==> src/rtl/mem_port_arbiter.sv <==
// Arbitrates one single-port synchronous RAM between instruction fetch (IF) and data access (ME).
// ME wins conflicts unless IF has already been denied MAXWAIT consecutive cycles.
module mem_port_arbiter #(
    parameter int AW      = 12,
    parameter int DW      = 32,
    parameter int MAXWAIT = 3,
    parameter int CW      = 16
) (
    input  logic          w_clk,
    input  logic          w_rst,
    input  logic          w_if_req,
    input  logic [AW-1:0] w_if_addr,
    input  logic          w_if_flush,
    output logic          w_if_gnt,
    output logic [DW-1:0] w_if_rdata,
    output logic          r_if_rvalid,
    input  logic          w_me_req,
    input  logic          w_me_we,
    input  logic [AW-1:0] w_me_addr,
    input  logic [DW-1:0] w_me_din,
    output logic          w_me_gnt,
    output logic [DW-1:0] w_me_rdata,
    output logic          r_me_rvalid,
    output logic [AW-1:0] w_mem_addr,
    output logic          w_mem_we,
    output logic [DW-1:0] w_mem_din,
    input  logic [DW-1:0] w_mem_dout,
    output logic [CW-1:0] r_conflicts
);

    // A one-bit counter is still kept when MAXWAIT is 0; it simply never leaves zero.
    localparam int SW = (MAXWAIT > 0) ? $clog2(MAXWAIT + 1) : 1;
    localparam logic [SW-1:0] MAXW = SW'(MAXWAIT);

    typedef enum logic [1:0] {
        S_NONE = 2'd0,
        S_IF   = 2'd1,
        S_ME   = 2'd2
    } state_e;

    state_e        state_q, state_d;
    logic [SW-1:0] starve_q, starve_d;
    logic [AW-1:0] addr_q;
    logic          if_wins;

    always_comb begin
        if_wins  = (starve_q == MAXW);
        w_if_gnt = w_rst & w_if_req & (~w_me_req | if_wins);
        w_me_gnt = w_rst & w_me_req & ~(w_if_req & if_wins);

        w_mem_addr = addr_q;
        w_mem_we   = 1'b0;
        w_mem_din  = w_me_din;
        if (w_me_gnt) begin
            w_mem_addr = w_me_addr;
            w_mem_we   = w_me_we;
        end else if (w_if_gnt) begin
            w_mem_addr = w_if_addr;
        end

        // A flushed IF read still hits the RAM; only its data return is dropped.
        state_d = S_NONE;
        if (w_if_gnt && !w_if_flush) begin
            state_d = S_IF;
        end else if (w_me_gnt && !w_me_we) begin
            state_d = S_ME;
        end

        starve_d = '0;
        if (w_if_req && !w_if_gnt) begin
            starve_d = (starve_q == MAXW) ? starve_q : starve_q + 1'b1;
        end
    end

    assign w_if_rdata = w_mem_dout;
    assign w_me_rdata = w_mem_dout;

    always_ff @(posedge w_clk or negedge w_rst) begin
        if (!w_rst) begin
            state_q     <= S_NONE;
            r_if_rvalid <= 1'b0;
            r_me_rvalid <= 1'b0;
        end else begin
            state_q     <= state_d;
            r_if_rvalid <= (state_d == S_IF);
            r_me_rvalid <= (state_d == S_ME);
        end
    end

    always_ff @(posedge w_clk or negedge w_rst) begin
        if (!w_rst) begin
            starve_q    <= '0;
            addr_q      <= '0;
            r_conflicts <= '0;
        end else begin
            starve_q <= starve_d;
            addr_q   <= w_mem_addr;
            if (w_if_req && w_me_req && !(&r_conflicts)) begin
                r_conflicts <= r_conflicts + 1'b1;
            end
        end
    end

endmodule

==> config.mk <==
export PLATFORM = sky130hd
export DESIGN_NAME = mem_port_arbiter
export DESIGN_NICKNAME = d
export VERILOG_FILES = /design/src/rtl/mem_port_arbiter.sv
export SDC_FILE = /design/constraint.sdc
export NUM_CORES = 1
export LEC_CHECK = 0
export BUFFER_PORTS_ARGS = -buffer_cell sky130_fd_sc_hd__clkbuf_2
export CAP_MARGIN = 30
export CORE_AREA = 2 2 87 89
export CTS_CLUSTER_SIZE = 8
export DETAILED_ROUTE_END_ITERATION = 16
export DIE_AREA = 0 0 89 91
export GPL_ROUTABILITY_DRIVEN = 0
export GPL_TIMING_DRIVEN = 0
export PLACE_DENSITY = 0.78
export SLEW_MARGIN = 40
export SYNTH_ARGS = -nofsm -noshare
export SYNTH_HDL_FRONTEND = slang
export SYNTH_SLANG_ARGS = --single-unit
==> constraint.sdc <==
create_clock -name w_clk -period 2.8 [get_ports w_clk]
set_input_delay 0 -clock w_clk [delete_from_list [all_inputs] [get_ports w_clk]]
set_output_delay 0 -clock w_clk [all_outputs]
set_load 0.03 [all_outputs]
* Word level (Yosys, flattened, before mapping)
Cells that the tools add are included.
Widths: inputs -> output; s select.
** Storage, ports and cells
- Output and inout port bits :: 129
- Word-level logic and storage cells :: 36
- Input bits :: 94
- Register bits after elaboration :: 32
** Operators by class
- Bitwise operators :: 8
- Multiplexer cells :: 7
- Reductions and logical operators :: 10
- Eq/ne operators :: 4
- Add/subtract/negate cells :: 2
** Operators by type and width (count)
- $mux 12 :: 2
- $add 16x1->16 const B :: 1
- $reduce_and 16->1 :: 1
- $mux 2 :: 4
- $and 1x1->1 :: 5
- $logic_and 1x1->1 :: 5
- $eq 2x2->1 const B :: 2
- $logic_not 1->1 :: 4
- $add 2x1->2 const B :: 1
- $eq 2x1->1 const B :: 1
- $ne 2x2->1 const B :: 1
- $not 1->1 :: 2
- $mux 1 :: 1
- $or 1x1->1 :: 1

* Longest topological paths before layout
- Word-level depth :: 8
- Gate-level depth with buffers :: 6
- Depth with buffers taken out :: 5

* Worst setup path after synthesis
No wires, ideal clock.
- Kind :: reg2reg
- Start point :: reg starve_q[0]
- End point :: reg addr_q[10]
- Path slack :: 0.751 ns
- Cell stages (with the launch flop) :: 6
- Data arrival time :: 1.863 ns
- Required time :: 2.614 ns
- Cell sequence :: dfrtp_1 -> ha_1 -> o211ai_2 -> buf_2 -> mux2i_1 -> a21oi_1
** On the way
- Cells in the longest elaborated chain, start to end :: 5
** RTL lines
- start: declaration :: line 42 : logic [SW-1:0] starve_q, starve_d;
- start signal: assignment :: line 96 : starve_q <= starve_d;
- $eq 2x2->1 (*) :: line 47 : if_wins = (starve_q == MAXW);
- $or 1x1->1 / $and 1x1->1 (equally long branches) :: line 48, 49
- $and 1x1->1 / $not 1->1 (equally long branches) :: line 48, 49
- $mux 12 / $and 1x1->1 (equally long branches) :: line 57, 49
- $mux 12 (*) :: line 54 : if (w_me_gnt) begin
- named net w_mem_addr[10] :: line 24 : output logic [AW-1:0] w_mem_addr,
- end signal: assignment :: line 97 : addr_q <= w_mem_addr;
- end: declaration :: line 43 : logic [AW-1:0] addr_q;
Mark *: on every way through the listed nets, which the timed path passes. The rest lies on a longest branch.
A chain may end at the register's enable or synchronous reset.

* Worst setup path after layout
- Start point :: reg starve_q[0]
- End point :: out w_mem_addr[5]
** On the way
- Cells in the longest elaborated chain, start to end :: 5
** RTL lines (line)
- $eq 2x2->1 (*) :: 47
- $or 1x1->1 / $and 1x1->1 (equally long branches) :: 48, 49
- $and 1x1->1 / $not 1->1 (equally long branches) :: 48, 49
- $mux 12 / $and 1x1->1 (equally long branches) :: 57, 49
- $mux 12 (*) :: 54
- end: declaration :: 24
Every way passes the cells marked *; elsewhere a longest branch is shown, timed or not.

==> impl_metrics.json <==
{
  "die_y_um": 91,
  "required_ns": 2.80,
  "drv_cap": 0,
  "drive_above_1_share_pct": 64.0,
  "grt_max_degree": 37,
  "cts_tree": "built",
  "synth_top_area_cell": "dfrtp_1",
  "worstSetupStartpointType": "flip-flop",
  "io_pins": 223,
  "hpwl_um": 4520,
  "drc_errors": 0,
  "layout_setup_ws_ns": 0.544,
  "comb_power_share_pct": 42.2,
  "clock-sinks": 32,
  "synth_warnings": 0,
  "worstSkewPairLatency_ns": 0.28,
  "place_ws_ns": 0.871,
  "yosys.cell_types.count": 29,
  "start_util_pct": 32.1,
  "routed_wl_um": 5580,
  "vias": 2153,
  "synth_top_area_share_pct": 34.9,
  "io_buffers": 158,
  "synth.avg_cell_area_sq_um": 9.36,
  "cts.root.buffer_cell": "clkbuf_8",
  "max_freq_ghz": 0.443,
  "synth_common_cells": "buf_4, dfrtp_1, nor2_1",
  "core-area_sq_um": 7140,
  "powerDensity_nw_per_um2": 532,
  "critPathKind": "flip-flop to primary output",
  "synthMostInstantiatedCell": "buf_4",
  "syn_nets": 341,
  "fin_crit_sh_pct": 80.6,
  "switching_share_pct": 40.2,
  "finalSetupViolations": 0,
  "diodes": 0,
  "fp-row-count": 31,
  "final_hold_viol_count": 0,
  "grt_pass1_vias": 2091,
  "outcome": "completed",
  "clock_skew_ns": 0.0106,
  "die_area_sq_um": 8100,
  "cp_max_fo": 10,
  "area_growth_pct": 49.5,
  "p_sw_mw": 0.733,
  "seqPwrFrac_pct": 34.6,
  "crit_slowest_cell": "dfrtp_1",
  "synth_cells": 245,
  "slew_headroom_pct": 65.5,
  "hp-class": "input pin to flip-flop",
  "synthTopCellsByArea": "dfrtp_1, buf_4, mux2i_1, xor2_1, nor2_1",
  "drtIter0Drc": 41,
  "yosysSeqAreaShare_pct": 34.9,
  "layout.nets": 517,
  "ir_drop_mv": 0.191,
  "grtUsageTotal_pct": 13.2,
  "grt-ovfl-total": 0,
  "numCtsBuffers": 5,
  "path_clk_slew_ns": 0.07,
  "internal_power_mw": 1.09,
  "wire_per_inst_um": 10.7,
  "fin_tns_setup_ns": 0,
  "synthArstFlopShare_pct": 100,
  "crit_buf_inv": 2,
  "grt_setup_unrepaired": "false",
  "viasPerCell": 4.13,
  "period_needed_ns": 2.26,
  "grt_pass1_wl_um": 8630,
  "die_width_um": 89,
  "dr.pass1.iters": 4,
  "ant_nets": 0,
  "synth_ff_type": "dfrtp_1",
  "power.share.clock_pct": 23.2,
  "worst_hold_slack_ns": 0.0142,
  "htree_levels": 2,
  "crit_chain": "ha_1 > o211ai_2 > buf_2 > mux2i_1 > a21oi_1 > clkbuf_2",
  "worst_pin_slew_ns": 0.514,
  "critPathTopFamily": "buffers and inverters",
  "antenna_found_initial": 0,
  "cp.arrival_ns": 2.26,
  "leakage_nw": 2.02,
  "crit_path_end_kind": "primary output",
  "slew_violations": 0,
  "clock_path_buffers": 2,
  "ys_ff_latch": 32,
  "synth_edf_count": 0,
  "cpPeakStageDelay_ns": 0.40,
  "syn_area_sq_um": 2290
}
worst min-delay path, delay by kind of cell:
| kind | cells | cell delay (ns) |
|---|---|---|
| buf+inv | 1 | 0.09 |
| simple gates | 1 | 0.09 |
| compound gates | 1 | 0.06 |
routing by layer:
layer  up-vias  part of all wire (%)  track usage, %
li1       1062                     -               -
met1       956                    34            13.1
met3        10                   9.2            3.27
met5         -                     0               0
met2       125                    54            25.6
met4         0                   2.1            4.98
registers in the layout, summed over array words and instances (netlist names):
register and flops:
r_me_rvalid 1, starve_q 2, addr_q 12, r_conflicts 16, r_if_rvalid 1
placed cells by master (no fill, tap or decap), types with 2 or more instances in the layout:
cell           instances
a21oi_1               13
and2_1                 2
buf_2                  2
buf_4                 96
clkbuf_1               3
clkbuf_2             157
clkbuf_8               5
dfrtp_1               32
dlygate4sd3_1         11
ha_1                   2
inv_1                  4
mux2i_1               13
nand2_1                8
nand2b_1               2
nand3_1                8
nand4_1                3
nor2_1                18
nor2b_1                3
nor3_1                10
nor4_1                 2
nor4b_2                2
xor2_1                13
cell families (layout without fill, tap and decap cells):
| group | Yosys count | in the layout | share of synthesized area [%] |
|---|---|---|---|
| buffers and inverters | 104 | 281 | 32.9 |
| AND/OR/NAND/NOR | 64 | 64 | 15.8 |
| flip-flops | 32 | 32 | 34.9 |
| AO/OA/AOI/OAI | 15 | 15 | 3.60 |
| XOR/XNOR | 14 | 14 | 5.35 |
| multiplexers | 14 | 14 | 6.33 |
| adder cells (fa/ha/maj) | 2 | 2 | 1.09 |
worst paths after layout:
kind | start | endpoint | slack (ns) | cells past startpoint
worst max-delay path | starve_q[0] | w_mem_addr[5] | 0.54 | 6
worst min-delay path | w_me_addr[8] | addr_q[8] | 0.01 | 3
worst max register to register | r_conflicts[0] | r_conflicts[1] | 0.89 | 5
worst min register to register | r_conflicts[15] | r_conflicts[15] | 0.51 | 1
max in group asynchronous | w_rst | addr_q[6] | 2.21 | 2
min in group asynchronous | w_rst | addr_q[5] | 0.26 | 2
layout make-up:
class                      count  area [sq um]
buffer                       100           738
clock buffer                   6          72.6
clock inverter                 2          35.0
fill                         693          3710
inverter                       4          15.0
multi-input combinational    109           738
sequential                    32           801
tap                           99           124
timing repair buffer         169           903
power by group through the flow:
stage | sequential, mW | clock [mW] | combinational (mW)
floorplan | 0.725 | 0 | 0.456
global placement | 0.635 | 0 | 0.753
detailed placement | 0.642 | 0 | 0.761
CTS | 0.633 | 0.441 | 0.775
global route | 0.648 | 0.456 | 0.819
finish | 0.632 | 0.424 | 0.769
per-stage QoR:
stage	util, %	instances	instance area [sq um]	total power [mW]
after floorplan	-	245	2290	1.18
after global placement	44.9	502	3210	1.39
after detailed placement	45.0	502	3210	1.40
after CTS	48.0	521	3430	1.85
after global routing	48.0	521	3430	1.92
final	48.0	521	3430	1.82
timing repair:
item                      4_1_cts  5_1_grt
hold endpoints to repair       42        0
hold buffers                   11        0
buffers inserted                0        0
resized for setup               0        0
(Power assumes the default switching activity.)
